## src/rtl/painterengine_gpu_dma_read_arbiter.sv

```systemverilog
// Round-robin arbiter that time-shares the single GPU DMA reader among four
// requesters: latch a job, pulse the reader's reset, run it, report ack/err.
module painterengine_gpu_dma_read_arbiter #(
    parameter int unsigned RESET_PULSE_CYCLES = 2,
    parameter logic [31:0] WATCHDOG_CYCLES    = 32'd1048576
) (
    input  logic         i_wire_clock,
    input  logic         i_wire_reset,
    input  logic [3:0]   i_wire_req,
    input  logic [127:0] i_wire_req_address,
    input  logic [127:0] i_wire_req_length,
    output logic [3:0]   o_wire_grant,
    output logic [3:0]   o_wire_ack,
    output logic [3:0]   o_wire_err,
    output logic         o_wire_busy,
    output logic         o_wire_reader_resetn,
    output logic [3:0]   o_wire_reader_router,
    output logic [127:0] o_wire_reader_address,
    output logic [127:0] o_wire_reader_length,
    input  logic         i_wire_reader_done,
    input  logic         i_wire_reader_error
);

    typedef enum logic [1:0] {
        ST_IDLE,
        ST_ARM,
        ST_RUN,
        ST_COMPLETE
    } state_t;

    state_t      r_state, w_state;
    logic [1:0]  r_ptr,   w_ptr;
    logic [1:0]  r_idx,   w_idx;
    logic [3:0]  r_grant, w_grant;
    logic [31:0] r_addr,  w_addr;
    logic [31:0] r_len,   w_len;
    logic [31:0] r_pulse, w_pulse;
    logic [31:0] r_wdog,  w_wdog;
    logic [3:0]  r_ack,   w_ack;
    logic [3:0]  r_err,   w_err;
    logic        r_busy,  w_busy;
    logic        r_resetn, w_resetn;

    logic        w_pick_valid;
    logic [1:0]  w_pick_idx;
    logic [1:0]  w_cand;
    logic [31:0] w_wdog_inc;
    logic        w_wdog_hit;

    // First asserted request at or after the pointer, wrapping 3 -> 0.
    always_comb begin
        w_pick_valid = 1'b0;
        w_pick_idx   = r_ptr;
        w_cand       = r_ptr;
        for (int unsigned i = 0; i < 4; i++) begin
            w_cand = r_ptr + 2'(i);
            if (!w_pick_valid && i_wire_req[w_cand]) begin
                w_pick_valid = 1'b1;
                w_pick_idx   = w_cand;
            end
        end
    end

    assign w_wdog_inc = r_wdog + 32'd1;
    // Fires on the WATCHDOG_CYCLES-th cycle spent in RUN.
    assign w_wdog_hit = (WATCHDOG_CYCLES != 32'd0) && (w_wdog_inc == WATCHDOG_CYCLES);

    always_comb begin
        w_state = r_state;
        w_ptr   = r_ptr;
        w_idx   = r_idx;
        w_grant = r_grant;
        w_addr  = r_addr;
        w_len   = r_len;
        w_pulse = r_pulse;
        w_wdog  = r_wdog;
        w_ack   = '0;
        w_err   = '0;
        case (r_state)
            ST_IDLE: begin
                if (w_pick_valid) begin
                    w_state = ST_ARM;
                    w_idx   = w_pick_idx;
                    w_grant = 4'b0001 << w_pick_idx;
                    w_addr  = i_wire_req_address[{w_pick_idx, 5'b00000} +: 32];
                    w_len   = i_wire_req_length[{w_pick_idx, 5'b00000} +: 32];
                    w_pulse = 32'(RESET_PULSE_CYCLES);
                end
            end
            ST_ARM: begin
                if (r_pulse <= 32'd1) begin
                    w_state = ST_RUN;
                    w_wdog  = '0;
                end else begin
                    w_pulse = r_pulse - 32'd1;
                end
            end
            ST_RUN: begin
                w_wdog = w_wdog_inc;
                if (i_wire_reader_error || w_wdog_hit) begin
                    w_err   = r_grant;
                    w_state = ST_COMPLETE;
                end else if (i_wire_reader_done) begin
                    w_ack   = r_grant;
                    w_state = ST_COMPLETE;
                end
            end
            ST_COMPLETE: begin
                w_ptr   = r_idx + 2'd1;
                w_grant = '0;
                w_addr  = '0;
                w_len   = '0;
                w_state = ST_IDLE;
            end
            default: w_state = ST_IDLE;
        endcase
        w_resetn = (w_state == ST_RUN);
        w_busy   = (w_state != ST_IDLE);
    end

    always_ff @(posedge i_wire_clock) begin
        if (i_wire_reset) begin
            r_state  <= ST_IDLE;
            r_ptr    <= '0;
            r_idx    <= '0;
            r_grant  <= '0;
            r_addr   <= '0;
            r_len    <= '0;
            r_pulse  <= '0;
            r_wdog   <= '0;
            r_ack    <= '0;
            r_err    <= '0;
            r_busy   <= 1'b0;
            r_resetn <= 1'b0;
        end else begin
            r_state  <= w_state;
            r_ptr    <= w_ptr;
            r_idx    <= w_idx;
            r_grant  <= w_grant;
            r_addr   <= w_addr;
            r_len    <= w_len;
            r_pulse  <= w_pulse;
            r_wdog   <= w_wdog;
            r_ack    <= w_ack;
            r_err    <= w_err;
            r_busy   <= w_busy;
            r_resetn <= w_resetn;
        end
    end

    // Only the granted slot carries the job; all others read as zero.
    always_comb begin
        o_wire_reader_address = '0;
        o_wire_reader_length  = '0;
        for (int unsigned k = 0; k < 4; k++) begin
            if (r_grant[k]) begin
                o_wire_reader_address[32*k +: 32] = r_addr;
                o_wire_reader_length[32*k +: 32]  = r_len;
            end
        end
    end

    assign o_wire_grant         = r_grant;
    assign o_wire_reader_router = r_grant;
    assign o_wire_ack           = r_ack;
    assign o_wire_err           = r_err;
    assign o_wire_busy          = r_busy;
    assign o_wire_reader_resetn = r_resetn;

endmodule

```

## config.mk

```make
export PLATFORM = sky130hd
export DESIGN_NAME = painterengine_gpu_dma_read_arbiter
export DESIGN_NICKNAME = d
export VERILOG_FILES = /design/src/rtl/painterengine_gpu_dma_read_arbiter.sv
export SDC_FILE = /design/constraint.sdc
export NUM_CORES = 1
export LEC_CHECK = 0
export ABC_AREA = 1
export CORE_AREA = 2 2 210 212
export CTS_CLUSTER_SIZE = 40
export DETAILED_ROUTE_END_ITERATION = 10
export DIE_AREA = 0 0 212 214
export MAX_ROUTING_LAYER = met4
export PLACE_DENSITY = 0.54
export SLEW_MARGIN = 20
export SYNTH_ARGS = -nofsm -noshare
export SYNTH_HDL_FRONTEND = slang
export SYNTH_SLANG_ARGS = --single-unit
```

## constraint.sdc

```tcl
create_clock -name i_wire_clock -period 2.7 [get_ports i_wire_clock]
set_input_delay 0.405 -clock i_wire_clock [delete_from_list [all_inputs] [get_ports i_wire_clock]]
set_output_delay 0.405 -clock i_wire_clock [all_outputs]
set_load 0.005 [all_outputs]
```

Word-level counts from Yosys, hierarchy flattened
Cells that the tools add are included.

storage, ports and cells
  ROM bits = 0
  output and inout bits = 274
  logic and storage cells = 94
  RAM bits = 0
  memories kept = 0
  latch bits = 0
  flip-flop bits (word level) = 148

operators by class
  bitwise gates (word level) = 3
  div/mod/pow operators = 0
  reduce and logical (&&, ||, !) cells = 18
  $lt $le $gt $ge = 5
  shifts and indexed selects = 3
  equal/unequal tests = 8
  multiplexer cells = 39
  $add $sub $neg = 6
  multiply operators = 0

operators by type and width
  cell                                                                          count
  32-bit two-way mux                                                            13
  32-bit one-hot mux with 2 select lines                                        4
  128-bit by 8-bit variable part select with 32-bit output                      2
  32-bit by 1-bit adder with 32-bit output, second input constant               1
  32-bit by 21-bit == test with 1-bit output, second input constant             1
  32-bit by 1-bit <= comparator with 1-bit output, second input constant        1
  32-bit by 1-bit subtractor with 32-bit output, second input constant          1
  2-bit two-way mux                                                             7
  2-bit by 3-bit less-than comparator with 1-bit output, second input constant  4
  1-bit binary-select mux with 2-bit select                                     4
  1-bit two-way mux                                                             8
  2-bit one-hot mux with 4 select lines                                         1
  4-bit one-hot mux with 2 select lines                                         1
  2-bit nonzero test                                                            4
  2-bit == test, second input constant                                          3
  2-bit != test, second input constant                                          3
  2-bit AND reduction                                                           3
  2-bit by 1-bit adder with 2-bit output, second input constant                 2
  2-bit adder, second input constant                                            2
  4-bit two-way mux                                                             1
  4-bit OR reduction                                                            1
  1-bit by 2-bit left shift with 4-bit output, first input constant             1
  1-bit logical AND                                                             3
  1-bit logical NOT                                                             3
  other kinds (6)                                                               8

Longest topological paths before layout
  depth after elaboration = 15
  depth in mapped cells = 18
  mapped depth without buffers = 17

Worst setup path after synthesis
Ideal clock, no wire load.

  kind = register to register
  from = register r_ptr[0]
  to = register r_addr[30]
  arrival time = 1932 ps
  buffers on the path = 3
  setup time = 113 ps
  stages on the path, launching flop included = 16
  path slack = 655 ps
  data required time = 2587 ps
  path through = dfxtp_1 -> buf_6 -> xnor2_2 -> nand2_1 -> o21ai_2 -> nand3_2 -> nand2_2 -> nand2_2 -> buf_6 -> buf_4 -> nand2_1 -> nand2_1 -> nand2_1 -> nand3_1 -> nand2_1 -> nand2_1

on the way
  word-level cells in the longest chain between the ends = 15
  elaborated cells on any way between the ends = 29
  classes of those cells = 3 x add/sub; 1 x eq/ne; 1 x shift; 17 x mux; 7 x reduce/logical

RTL lines
  what                                                                             RTL line  text
  from (decl)                                                                      32        logic [1:0] r_ptr, w_ptr;
  from (signal assigned)                                                           137       r_ptr <= w_ptr;
  branches (longest 15 deep; another with 2-bit by 1-bit adder with 2-bit output)  n/a
  to (signal assigned)                                                             140       r_addr <= w_addr;
  to (decl)                                                                        35        logic [31:0] r_addr, w_addr;

Several ways; the timed one is not identified. The select of a mux whose other input is x is not followed.
A chain may end at the register's enable or synchronous reset.

Worst setup path in the final report
  from = register r_ptr[0]
  to = register r_len[19]

on the way
  word-level cells in the longest chain between the ends = 15
  elaborated cells on any way between the ends = 29
  classes of those cells = 3 x add/sub; 1 x eq/ne; 1 x shift; 17 x mux; 7 x reduce/logical

RTL lines
  what                                                                             RTL line  text
  branches (longest 15 deep; another with 2-bit by 1-bit adder with 2-bit output)  n/a
  to (signal assigned)                                                             141       r_len <= w_len;
  to (decl)                                                                        36        logic [31:0] r_len, w_len;

Several ways; the timed one is not identified. The select of a mux whose other input is x is not followed.

==> impl_results.md <==
* Most repeated cell in the gate-level netlist after synthesis: sky130_fd_sc_hd__nand2_1
* Die Y-Extent at 214 um
* Class of the tightest hold or removal check: in2reg
* Fin crit period at 2.46 ns
* First-pass iteration count of the detailed router at 5
* Wire length of the first global-routing pass at 86500 um
* Number of warnings printed during yosys synthesis at 0
* Layout Cells excl Fill at 3358
* Post-synth EDFFs at 0
* Initial DRC count at 1052
* Slew @ Worst Pin at 0.585 ns
* Root buffer selected by CTS: sky130_fd_sc_hd__clkbuf_16
* Grt ovf at 0
* Worst reg2reg path depth at 16
* Worst flop-to-flop path startpoint: r_ptr[0]$_SDFFE_PP0P_
* Post-detailed-route DRC marker count at 0
* Share of the core filled with cells in the final layout at 44.0%
* Post-detailed-route wirelength per cell at 17.5 um
* Clock tree from TritonCTS: done
* Critical path startpoint category: flop
* Horizontal die dimension at 212 um
* Final Slew Violations at 0
* Cells taking the most area after synthesis: sky130_fd_sc_hd__nand2_1 (34%), sky130_fd_sc_hd__dfxtp_1 (25%), sky130_fd_sc_hd__inv_1 (10%)
* Clock insertion delay at the later pin of the skew report at 0.44 ns
* Final GP Congestion at 0.917
* Worst slew margin relative to its limit at 60.7%
* Setup Total Neg Slack at 0 ns
* Terminus of the critical flop-to-flop path: r_len[19]$_SDFFE_PP0P_
* Top Ports at 538
* Summed instance area of the synthesized netlist at 0.0118 mm2
* Starting Density at 27.4%
* Count of distinct cell types in the synthesized netlist at 41
* Smallest setup slack after layout at 0.237 ns
* Aggregate global-route resource usage at 25.5%
* Final HPWL from detailed placement at 46000 um
* Area share of the largest cell type after synthesis at 33.6%
* Syn avg cell area at 5.26 um2
* Synthesized instance count at 2236
* Cell type with the largest total area after synthesis: sky130_fd_sc_hd__nand2_1
* Placeable core region at 0.0429 mm2
* Maximum net fanout on the critical path at 8
* Syn-to-layout area delta at 60.7%
* Instance count after placement with tap cells included at 3304
* Fraction of registers with async set/reset at 0%
* Worst ir drop on vdd at 610 uV
* Sequential cell area fraction in the yosys report at 25.2%
* Startpoint of the most critical hold path: i_wire_reset
* Ratio of cells with drive above 1 in the final layout at 4.90%
* Clock edge transition at the registers on the reported setup and hold paths at 0.07 ns
* Number of nets produced by synthesis at 2503
* Number of cells traversed by the worst hold path at 2
* Cts-stage hold buffer count at 0
* Arrival time at the worst endpoint at 2.83 ns
* CP Capture Type: flop
* Count of maximum capacitance violations at 0
* Hold Fails Final Rpt at 0
* Setup Viol. Count Final at 0
* Number of global-route vias before repair at 14.1k
* Clock buffers created by TritonCTS at 17
* Post-layout net count at 3007
* Outcome: completed
* CTS sink count at 148
* Fill cell instance count of the final layout at 4625
* GR Util met3 at 6.01%
* Final design area excluding fillers at 0.0189 mm2
* Number of core rows at 76
* Post-layout power at 17.2 mW
* Most numerous cell types in the synthesized netlist: sky130_fd_sc_hd__nand2_1 (1051), sky130_fd_sc_hd__inv_1 (318), sky130_fd_sc_hd__nand3_1 (220)
* Vias at 15.2k
* Initial antenna violation count at 20
* Req. time, crit path at 3.07 ns
* H-tree depth at 4
* Primary FF master, synth: sky130_fd_sc_hd__dfxtp_1
* Post-route ant nets at 0
* Final period utilization at 91.2%
* Flops & latches, synth at 148
* Grt met2 use at 42.2%
* Skew final at 0.00930 ns
* FMAX at 406 MHz
* Bufs on Longest Clock Path at 2
* Average vias per placed instance at 4.54
* Busiest grt layer: met2
* Total power divided by cell area at 910 mW/mm2
* Post-place instance area at 0.0181 mm2
* Post-place setup slack at -0.165 ns
* Largest net degree at the start of global routing at 78
* End point of the most critical hold path: r_pulse[14]$_SDFFE_PP0P_
* Total Die Area at 0.0454 mm2
* Port bufs at 537
* Worst hold slack at 0.374 ns
* Critical path type: reg2reg
* Met1 GRT Util at 30.5%
* Standby leakage power at 9.86 nW
* Post-detailed-routing wire length at 58800 um
* Worst reg-to-reg setup slack at 0.24 ns
==> worst max-delay path by stage <==
stage                     slack (ns)                 endpoint               startpoint  depth (start not counted)
final                           0.24   r_len[19]$_SDFFE_PP0P_    r_ptr[0]$_SDFFE_PP0P_                         16
after global placement         -0.11   r_len[19]$_SDFFE_PP0P_            i_wire_req[0]                         17
after detailed placement       -0.16   r_len[19]$_SDFFE_PP0P_            i_wire_req[0]                         17
after floorplan                 0.66  r_addr[30]$_SDFFE_PP0P_    r_ptr[0]$_SDFFE_PP0P_                         15
after global routing          -0.004   r_len[19]$_SDFFE_PP0P_    r_ptr[0]$_SDFFE_PP0P_                         18
after CTS                       0.24  r_pulse[7]$_SDFFE_PP0P_  r_pulse[0]$_SDFFE_PP0P_                         13
==> power by group <==
| part | internal (mW) | leakage [nW] | total, mW | switching [mW] |
|---|---|---|---|---|
| Sequential | 2.87 | 1.21 | 4.02 | 1.15 |
| Clock | 1.58 | 0.308 | 2.63 | 1.04 |
| Combinational | 4.23 | 8.34 | 10.5 | 6.31 |
==> logic make-up (layout without fill, tap and decap cells) <==
| logic type | Yosys count | in the layout | synth area share, % |
|---|---|---|---|
| adder cells (fa/ha/maj) | 3 | 3 | 0.319 |
| AND/OR/NAND/NOR | 1468 | 1468 | 50.3 |
| buffers and inverters | 448 | 965 | 15.4 |
| other | 0 | 20 | 0 |
| XOR/XNOR | 30 | 30 | 2.30 |
| AO/OA/AOI/OAI | 139 | 139 | 6.43 |
| flip-flops | 148 | 148 | 25.2 |
==> layout by cell type, fill, tap and decap left out, types with 5 or more instances in the layout <==
cell type                         instances
sky130_fd_sc_hd__o21ai_1                  6
sky130_fd_sc_hd__a21oi_1                104
sky130_fd_sc_hd__nand2_1               1050
sky130_fd_sc_hd__diode_2                 20
sky130_fd_sc_hd__xnor2_1                  7
sky130_fd_sc_hd__inv_1                  318
sky130_fd_sc_hd__nand3_1                220
sky130_fd_sc_hd__clkdlybuf4s50_1        536
sky130_fd_sc_hd__o21ai_0                 12
sky130_fd_sc_hd__nand4_1                 11
sky130_fd_sc_hd__buf_4                   49
sky130_fd_sc_hd__xor2_1                  22
sky130_fd_sc_hd__nor3_1                   5
sky130_fd_sc_hd__buf_12                  22
sky130_fd_sc_hd__clkbuf_16               18
sky130_fd_sc_hd__nor2_1                 149
sky130_fd_sc_hd__dfxtp_1                144
sky130_fd_sc_hd__nand3b_1                12
==> layer usage <==
layer  share of wire, %  wire length (um)  up-vias
met2                 48             28400      454
met1                 43             25300     6955
met5                  0                 0        -
li1                   -                 -     7767
met3                6.9              4050       53
met4                1.7              1010        0
==> critical path, cell delays in order, from the launching register on <==
cell and delay, ns:
sky130_fd_sc_hd__dfxtp_1 0.39, sky130_fd_sc_hd__buf_6 0.16, sky130_fd_sc_hd__nand2_1 0.06, sky130_fd_sc_hd__o21ai_1 0.16, sky130_fd_sc_hd__o21ai_1 0.16, sky130_fd_sc_hd__nor2_2 0.19
sky130_fd_sc_hd__buf_4 0.15, sky130_fd_sc_hd__nand4_4 0.11, sky130_fd_sc_hd__nand2_4 0.14, sky130_fd_sc_hd__buf_4 0.19, sky130_fd_sc_hd__buf_4 0.17, sky130_fd_sc_hd__nand2_1 0.05
sky130_fd_sc_hd__nand2_1 0.08, sky130_fd_sc_hd__nand2_1 0.06, sky130_fd_sc_hd__nand2_1 0.12, sky130_fd_sc_hd__nand2_1 0.07, sky130_fd_sc_hd__a21oi_1 0.12
==> flip-flops by register name, indices dropped and copies added, names as in the netlist, 2 cells and up <==
signal and cells:
r_pulse 32, r_state 2, r_ptr 2, o_wire_grant 4
r_len 32, r_idx 2, o_wire_ack 4, r_addr 32
o_wire_err 4, r_wdog 32
==> timing repair <==
| item | in CTS | in global routing |
|---|---|---|
| buffers inserted | 0 | 1 |
| gates resized for setup | 0 | 7 |
| setup endpoints to repair | 0 | 12 |
==> layout make-up <==
cell class | count | area [um2] | share of cell area, %
well taps | 585 | 732 | 3.88
diodes | 20 | 50.0 | 0.265
flip-flops and latches | 148 | 2970 | 15.7
repair buffers | 610 | 6240 | 33.0
multi-input cells | 1640 | 7040 | 37.3
clock buffers | 18 | 439 | 2.33
inverters | 323 | 1210 | 6.42
clock inverters | 14 | 198 | 1.05
(Power assumes the default switching activity.)
